**config.mk**
```make
export PLATFORM = sky130hd
export DESIGN_NAME = p2_action_arbiter
export DESIGN_NICKNAME = d
export VERILOG_FILES = /design/src/rtl/p2_action_arbiter.sv
export SDC_FILE = /design/constraint.sdc
export NUM_CORES = 1
export LEC_CHECK = 0
export BUFFER_PORTS_ARGS = -buffer_cell sky130_fd_sc_hd__buf_2
export CAP_MARGIN = 25
export CORE_MARGIN = 2
export CORE_UTILIZATION = 44
export DETAILED_ROUTE_END_ITERATION = 8
export PLACE_DENSITY = 0.72
export RECOVER_POWER = 50
export SYNTH_ARGS = -nofsm -noshare
export SYNTH_HDL_FRONTEND = slang
export SYNTH_SLANG_ARGS = --single-unit
```
**constraint.sdc**
```tcl
create_clock -name clk -period 2.6 [get_ports clk]
set_clock_uncertainty 0.15 [all_clocks]
set_input_delay 0.39 -clock clk [delete_from_list [all_inputs] [get_ports clk]]
set_output_delay 0.39 -clock clk [all_outputs]
set_load 0.02 [all_outputs]
```
**src/rtl/p2_action_arbiter.sv**
```systemverilog
// Purpose : player-2 action sequencer; grants one of punch/kick/jump/crouch at a time, owns hit-stun and idle walk.
// Latency : grant and abort one clk after the triggering input; all outputs registered.
// Backpr. : none; button edges seen outside IDLE are dropped (or held in a one-entry buffer).
//
// Ports:
//   clk, Reset (async, active-high)
//   frame_tick                          - one-clk pulse per video frame, timebase for every duration
//   punch_req/kick_req/jump_req         - button levels, rising edge requests the action
//   crouch_req, walk_l, walk_r          - levels
//   hit_in                              - one-clk pulse, preempts everything
//   punch_go/kick_go/jump_go/abort      - one-clk pulses to the motion controllers
//   crouch, busy, walk_x_motion[9:0], state_o[2:0]
// Build option: define INPUT_BUFFER_EN to keep the best edge seen during an action/cooldown
// and grant it on the clk the FSM would return to IDLE.
module p2_action_arbiter #(
  parameter int PUNCH_FRAMES    = 6,
  parameter int KICK_FRAMES     = 8,
  parameter int JUMP_FRAMES     = 16,
  parameter int HITSTUN_FRAMES  = 12,
  parameter int COOLDOWN_FRAMES = 3,
  parameter int WALK_SPEED      = 2
) (
  input  logic       clk,
  input  logic       Reset,
  input  logic       frame_tick,
  input  logic       punch_req,
  input  logic       kick_req,
  input  logic       jump_req,
  input  logic       crouch_req,
  input  logic       walk_l,
  input  logic       walk_r,
  input  logic       hit_in,
  output logic       punch_go,
  output logic       kick_go,
  output logic       jump_go,
  output logic       abort,
  output logic       crouch,
  output logic       busy,
  output logic [9:0] walk_x_motion,
  output logic [2:0] state_o
);

  localparam int CW = 8;
  localparam logic signed [9:0] WALK_V = 10'(WALK_SPEED);

  typedef enum logic [2:0] {
    S_IDLE     = 3'd0,
    S_PUNCH    = 3'd1,
    S_KICK     = 3'd2,
    S_JUMP     = 3'd3,
    S_CROUCH   = 3'd4,
    S_HITSTUN  = 3'd5,
    S_COOLDOWN = 3'd6
  } state_t;

  // Numeric order equals priority, and each code equals its action state's encoding.
  typedef enum logic [1:0] {
    A_NONE  = 2'd0,
    A_PUNCH = 2'd1,
    A_KICK  = 2'd2,
    A_JUMP  = 2'd3
  } act_t;

  function automatic logic [CW-1:0] act_frames(input act_t a);
    case (a)
      A_PUNCH: return CW'(PUNCH_FRAMES);
      A_KICK:  return CW'(KICK_FRAMES);
      A_JUMP:  return CW'(JUMP_FRAMES);
      default: return '0;
    endcase
  endfunction

  state_t               state_q, state_d;
  logic [CW-1:0]        cnt_q, cnt_d;
  logic [2:0]           btn_q, rise;
  act_t                 best, grant;
  logic                 abort_d, hold_done, to_idle;
  logic signed [9:0]    walk_d;
`ifdef INPUT_BUFFER_EN
  act_t                 buf_q, buf_d;
`endif

  always_comb begin
    // Pending requests are the current-clk rising edges: a request is granted on the
    // very clk its edge is seen, so nothing needs to persist in IDLE.
    rise = {jump_req, kick_req, punch_req} & ~btn_q;
    if (rise[2])      best = A_JUMP;
    else if (rise[1]) best = A_KICK;
    else if (rise[0]) best = A_PUNCH;
    else              best = A_NONE;

    state_d   = state_q;
    cnt_d     = cnt_q;
    grant     = A_NONE;
    abort_d   = 1'b0;
    to_idle   = 1'b0;
    // The tick that takes the count to zero ends the phase.
    hold_done = frame_tick && (cnt_q <= CW'(1));
`ifdef INPUT_BUFFER_EN
    buf_d = buf_q;
`endif

    if (hit_in) begin
      state_d = S_HITSTUN;
      cnt_d   = CW'(HITSTUN_FRAMES);
      abort_d = 1'b1;
`ifdef INPUT_BUFFER_EN
      buf_d = A_NONE;
`endif
    end else begin
      unique case (state_q)
        S_IDLE: begin
          if (best != A_NONE) begin
            grant = best;
          end else if (crouch_req) begin
            state_d = S_CROUCH;
`ifdef INPUT_BUFFER_EN
            buf_d = A_NONE;
`endif
          end
        end
        S_PUNCH, S_KICK, S_JUMP: begin
`ifdef INPUT_BUFFER_EN
          if (best > buf_d) buf_d = best;
`endif
          if (frame_tick) cnt_d = cnt_q - CW'(1);
          if (hold_done) begin
            if (COOLDOWN_FRAMES > 0) begin
              state_d = S_COOLDOWN;
              cnt_d   = CW'(COOLDOWN_FRAMES);
            end else begin
              to_idle = 1'b1;
            end
          end
        end
        S_COOLDOWN: begin
`ifdef INPUT_BUFFER_EN
          if (best > buf_d) buf_d = best;
`endif
          if (frame_tick) cnt_d = cnt_q - CW'(1);
          if (hold_done) to_idle = 1'b1;
        end
        S_CROUCH: begin
          if (!crouch_req) state_d = S_IDLE;
        end
        S_HITSTUN: begin
          if (frame_tick) cnt_d = cnt_q - CW'(1);
          if (hold_done) to_idle = 1'b1;
        end
        default: state_d = S_IDLE;
      endcase

      if (to_idle) begin
        state_d = S_IDLE;
        cnt_d   = '0;
`ifdef INPUT_BUFFER_EN
        // A buffered request skips the idle clk and starts right away.
        if (buf_d != A_NONE) begin
          grant = buf_d;
          buf_d = A_NONE;
        end
`endif
      end

      if (grant != A_NONE) begin
        state_d = state_t'({1'b0, grant});
        cnt_d   = act_frames(grant);
      end
    end

    walk_d = '0;
    if (state_d == S_IDLE && !crouch_req) begin
      if (walk_r && !walk_l)      walk_d = WALK_V;
      else if (walk_l && !walk_r) walk_d = -WALK_V;
    end
  end

  always_ff @(posedge clk or posedge Reset) begin
    if (Reset) begin
      state_q       <= S_IDLE;
      cnt_q         <= '0;
      btn_q         <= '0;
      punch_go      <= 1'b0;
      kick_go       <= 1'b0;
      jump_go       <= 1'b0;
      abort         <= 1'b0;
      crouch        <= 1'b0;
      busy          <= 1'b0;
      walk_x_motion <= '0;
`ifdef INPUT_BUFFER_EN
      buf_q         <= A_NONE;
`endif
    end else begin
      state_q       <= state_d;
      cnt_q         <= cnt_d;
      btn_q         <= {jump_req, kick_req, punch_req};
      punch_go      <= (grant == A_PUNCH);
      kick_go       <= (grant == A_KICK);
      jump_go       <= (grant == A_JUMP);
      abort         <= abort_d;
      crouch        <= (state_d == S_CROUCH);
      busy          <= (state_d != S_IDLE);
      walk_x_motion <= walk_d;
`ifdef INPUT_BUFFER_EN
      buf_q         <= buf_d;
`endif
    end
  end

  assign state_o = state_q;

endmodule

```
### After elaboration in Yosys (flattened, before gate mapping)

Index checks and enable logic that the tools add are counted.

* ROM bits: 0
* output and inout bits: 19
* bits in writable memories: 0
* latch bits: 0
* word-level logic and storage cells: 71
* memories: 0
* flip-flop bits (word level): 30

* shifts and indexed selects: 0
* bitwise operators: 2
* divide/modulo/power cells: 0
* $lt $le $gt $ge: 1
* eq/ne operators: 13
* reduce and logical (&&, ||, !) cells: 15
* multiply operators: 0
* add/subtract/negate cells: 1
* multiplexer cells: 29

Operator list (number)
* 8-bit 2-to-1 mux: 5
* 10-bit 2-to-1 mux: 3
* 3-bit 2-to-1 mux: 7
* 8-bit one-hot mux with 2 select lines: 1
* 5-bit one-hot mux with 3 select lines: 1
* 3-bit equality test, second input constant: 4
* 2-bit 2-to-1 mux: 6
* 3-bit one-hot mux with 4 select lines: 1
* 2-bit equality test, second input constant: 4
* 8-bit by 1-bit less-or-equal comparator with 1-bit output, second input constant: 1
* 8-bit by 1-bit subtractor with 8-bit output, second input constant: 1
* 3-bit by 2-bit equality test with 1-bit output, second input constant: 2
* 3-bit zero test: 2
* 1-bit 2-to-1 mux: 5
* 5-bit nonzero test: 1
* 2-bit by 1-bit equality test with 1-bit output, second input constant: 2
* 1-bit logical AND: 4
* 2-bit nonzero test: 2
* 3-bit AND: 1
* 3-bit by 1-bit equality test with 1-bit output, second input constant: 1
* 1-bit zero test: 3
* 3-bit NOT: 1
* 3-bit nonzero test: 1
* 3-bit OR reduction: 1
* 2-bit OR reduction: 1

### Logic depth before layout (Yosys ltp)

* word-level depth: 15
* depth in mapped cells: 8
* mapped depth without buffers: 7

### Worst setup path after synthesis

No wires, ideal clock.

* path kind: register to register
* start: register cnt_q[5]
* end: register crouch
* required time: 2.324 ns
* buffers on the path: 1
* setup slack: 0.450 ns
* cell stages (with the launch flop): 7
* clock period less this slack: 2.150 ns
* arrival time: 1.875 ns
* library setup time: 0.126 ns
* cell sequence: dfrtp_1 or4_1 buf_2 or3_4 nand3_2 a21oi_1 o311a_1

* word-level cells in the longest chain between the ends: 9

RTL lines
* start: declaration: RTL line 74 `logic [CW-1:0] cnt_q, cnt_d;`
* start signal: assignment: RTL line 195 `cnt_q <= cnt_d;`
* 8-bit by 1-bit less-or-equal comparator with 1-bit output *: RTL line 98 `hold_done = frame_tick && (cnt_q <= CW'(1));`
* 1-bit logical AND *: RTL line 98
* 1-bit 2-to-1 mux: RTL line 141, 148
* 1-bit 2-to-1 mux
* 1-bit 2-to-1 mux: RTL line 103 `if (hit_in) begin`
* 3-bit 2-to-1 mux *: RTL line 153 `if (to_idle) begin`
* 3-bit 2-to-1 mux *: RTL line 165 `if (grant != A_NONE) begin`
* 3-bit 2-to-1 mux *: RTL line 103
* 3-bit equality test *: RTL line 201 `crouch <= (state_d == S_CROUCH);`
* end signal: assignment: RTL line 201
* end: declaration: RTL line 37 `output logic crouch,`

Every way passes the cells marked *; elsewhere a longest branch is shown, timed or not. The select of a mux whose other input is x is not followed.
A chain may end at the register's enable or synchronous reset.

### Worst setup path after layout

* start: register cnt_q[3]
* end: register walk_x_motion[8]

* word-level cells in the longest chain between the ends: 11

RTL lines
* 8-bit by 1-bit less-or-equal comparator with 1-bit output *: RTL line 98
* 1-bit logical AND *: RTL line 98
* 1-bit 2-to-1 mux: RTL line 141, 148
* 1-bit 2-to-1 mux
* 1-bit 2-to-1 mux: RTL line 103
* 3-bit 2-to-1 mux *: RTL line 153
* 3-bit 2-to-1 mux *: RTL line 165
* 3-bit 2-to-1 mux *: RTL line 103
* named net state_d[0]: RTL line 73 `state_t state_q, state_d;`
* 3-bit zero test *: RTL line 172 `if (state_d == S_IDLE && !crouch_req) begin`
* 1-bit logical AND *: RTL line 172
* 10-bit 2-to-1 mux *: RTL line 172
* end signal: assignment: RTL line 203 `walk_x_motion <= walk_d;`
* end: declaration: RTL line 39 `output logic [9:0] walk_x_motion,`

The timed path passes the listed nets; every way through them passes the cells marked *. The select of a mux whose other input is x is not followed.

==> results.sh <==
export IMPL_area_growth_pct=9.32
export IMPL_synth_area_mm2=0.00137
export IMPL_period_minus_slack_ns=2.30
export IMPL_start_kind="flop"
export IMPL_portBuffers=27
export IMPL_path_cells="or4_1 > nor3_2 > buf_4 > o221ai_2 > nand4bb_4 > nor3b_2"
export IMPL_max_slew_margin_rel_pct=45.2
export IMPL_ctsResizeCount=0
export IMPL_antenna_found_initial=0
export IMPL_die_area_mm2=0.00358
export IMPL_final_core_utilization_pct=49.9
export IMPL_maxSlewViolCount=0
export IMPL_run_status="finished clean"
export IMPL_die_h_um=59.8
export IMPL_rsz0062_at_grt="no"
export IMPL_path_max_fanout=7
export IMPL_synth_area_leader_cell="dfrtp_1"
export IMPL_peakVddDrop_mv=0.280
export IMPL_crit_slowest_cell="or4_1"
export IMPL_avgRoutedWirePerCell_um=14.8
export IMPL_min_delay_start="jump_req"
export IMPL_gp_congestion=0.923
export IMPL_syn_inst=153
export IMPL_dp_cells=202
export IMPL_dp_hpwl_mm=2.25
export IMPL_fin_ws_ns=0.304
export IMPL_drive_gt1_share_pct=20.3
export IMPL_synth_area_leaders="dfrtp_1, buf_4, nor3_1, o21ai_0, a31oi_1"
export IMPL_drtIter0Drc=43
export IMPL_numCtsBuffers=3
export IMPL_rr_startpoint="cnt_q[3]$_DFFE_PP0P_"
export IMPL_clock_root_buffer="clkbuf_4"
export IMPL_syn_num_nets=166
export IMPL_h_tree_depth=1
export IMPL_worst_hold_path_endpoint="btn_q[2]$_DFF_PP0_"
export IMPL_drv_cap=0
export IMPL_r2r_slack_ns=0.30
export IMPL_ys_ff_latch=22
export IMPL_grt_pass1_vias=1174
export IMPL_num_nets_final=187
export IMPL_yosys_warnings=0
export IMPL_rows=20
export IMPL_timing_rr_end="walk_x_motion[8]$_DFF_PP0_"
export IMPL_hold_violations=0
export IMPL_cts_sinks=22
export IMPL_firstDrtPassIters=4
export IMPL_place_ws_ns=0.330
export IMPL_hold_path_depth=1
export IMPL_synth_cell_types=41
export IMPL_critical_path_max_stage_delay_ns=0.61
export IMPL_clk_path_buf_depth=2
export IMPL_grt_first_pass_wirelength_mm=5.11
export IMPL_synth_top_cells_by_count="dfrtp_1, nor3_1, nor2_1, o21ai_0"
export IMPL_vias=1240
export IMPL_worstSkewPairLatency_ns=0.30
export IMPL_stdcell_count=205
export IMPL_layout_filler_cells=292
export IMPL_worst_path_buf_inv=1
export IMPL_start_util_pct=45.6
export IMPL_critPathRequiredTime_ns=2.68
export IMPL_crit_family="simple AND/OR/NAND/NOR gates"
export IMPL_post_route_period_util_pct=88.3
export IMPL_core_region_area_mm2=0.00300
export IMPL_cts_tree="done"
export IMPL_worstMarginPinSlew_ns=0.822
export IMPL_r2r_cells=6
export IMPL_grt_overflow=0
export IMPL_ys_seq_area_share_pct=40.2
export IMPL_setup_viol=0
export IMPL_via_per_inst=6.05
export IMPL_syn_avg_cell_area_um2=8.95
export IMPL_path_class="flop to flop"
export IMPL_cts_clk_slew_worst_paths_ns=0.11
export IMPL_diodes=0
export IMPL_synth_edf_count=0
export IMPL_gr_usage_all_layers_pct=18.8
export IMPL_power_density_mw_per_mm2=397
export IMPL_arrival_ns=2.38
export IMPL_fmax_mhz=435
export IMPL_drc=0
export IMPL_synth_ff_type="dfrtp_1"
export IMPL_cts_hold_buffers=0
export IMPL_fin_tns_setup_ns=0
export IMPL_yosysMostFrequentCell="dfrtp_1"
export IMPL_finalWirelength_mm=3.04
export IMPL_cts_setup_buffers=0
export IMPL_async_flop_share_pct=100
export IMPL_io_pins=29
export IMPL_grt_max_degree=23
export IMPL_cellLeakagePower_nw=0.643
export IMPL_synth_top_area_share_pct=40.2
export IMPL_die_w_um=59.8
export IMPL_hold_path_class="input pin to flop"
export IMPL_final_antenna_net_count=0
export IMPL_end_kind="flop"
cells by family (layout without fill, tap and decap cells):
| logic type | after synthesis | count (layout) | synth area share (%) |
|---|---|---|---|
| simple gates | 65 | 65 | 28.7 |
| compound gates | 39 | 39 | 18.7 |
| flops | 22 | 22 | 40.2 |
| buf+inv | 22 | 41 | 8.77 |
| fa+ha+maj | 3 | 3 | 2.74 |
| other cells | 1 | 1 | 0.274 |
| xor+xnor | 1 | 1 | 0.639 |
stage by stage:
step / power [W] / area [um2] / hold WS (ns)
floorplan: 0.000427 / 1370 / 0.229
global route: 0.000624 / 1500 / 0.0618
CTS: 0.000600 / 1510 / 0.0514
finish: 0.000595 / 1500 / 0.0667
detailed placement: 0.000451 / 1490 / 0.375
global placement: 0.000448 / 1490 / 0.374
flip-flops by register name, indices dropped and copies added (netlist names), 2 cells and up:
register       flops
btn_q              3
walk_x_motion      2
cnt_q              8
state_o            3
how the worst max path moves through the flow:
stage | from | to | slack [ns] | depth (start not counted)
3_5_place_dp | cnt_q[5]$_DFFE_PP0P_ | walk_x_motion[8]$_DFF_PP0_ | 0.33 | 6
4_1_cts | cnt_q[3]$_DFFE_PP0P_ | walk_x_motion[8]$_DFF_PP0_ | 0.30 | 6
5_1_grt | cnt_q[3]$_DFFE_PP0P_ | walk_x_motion[8]$_DFF_PP0_ | 0.18 | 6
2_1_floorplan | cnt_q[5]$_DFFE_PP0P_ | crouch$_DFF_PP0_ | 0.45 | 6
3_3_place_gp | cnt_q[5]$_DFFE_PP0P_ | state_o[1]$_DFF_PP0_ | 0.40 | 5
6_report | cnt_q[3]$_DFFE_PP0P_ | walk_x_motion[8]$_DFF_PP0_ | 0.30 | 6
power by group:
group          internal [W]  switching [W]  leakage (nW)   total, W
logic             0.0000297      0.0000551         0.358  0.0000848
registers          0.000352     0.00000810         0.271   0.000360
clock network     0.0000541      0.0000958        0.0138   0.000150
total              0.000436       0.000159         0.643   0.000595
cell usage in the layout (no fill, tap or decap), drive strengths merged, types with 5 or more instances in the layout:
cell type / Yosys / final
o21ai: 11 / 11
nor2: 11 / 11
buf: 12 / 23
nand2: 9 / 9
clkbuf: 4 / 12
a21oi: 7 / 7
or3: 5 / 5
a31oi: 8 / 8
nor3: 14 / 14
nand2b: 5 / 5
nor2b: 6 / 6
dfrtp: 22 / 22
inv: 6 / 6
per-layer routing:
layer	vias up	GRT usage, %	wire length [um]
li1	586	-	-
met1	584	24.9	1320
met2	59	30.4	1440
met3	11	2.38	211
met4	0	8.57	74
met5	-	0	0
final cells by class:
class / count / area (um2) / share of cell area, %
clock buffers: 3 / 22.5 / 1.50
flip-flops and latches: 22 / 551 / 36.8
multi-input cells: 109 / 699 / 46.7
repair buffers: 32 / 161 / 10.8
well taps: 33 / 41.3 / 2.76
inverters: 6 / 22.5 / 1.50
(Power assumes the default switching activity.)
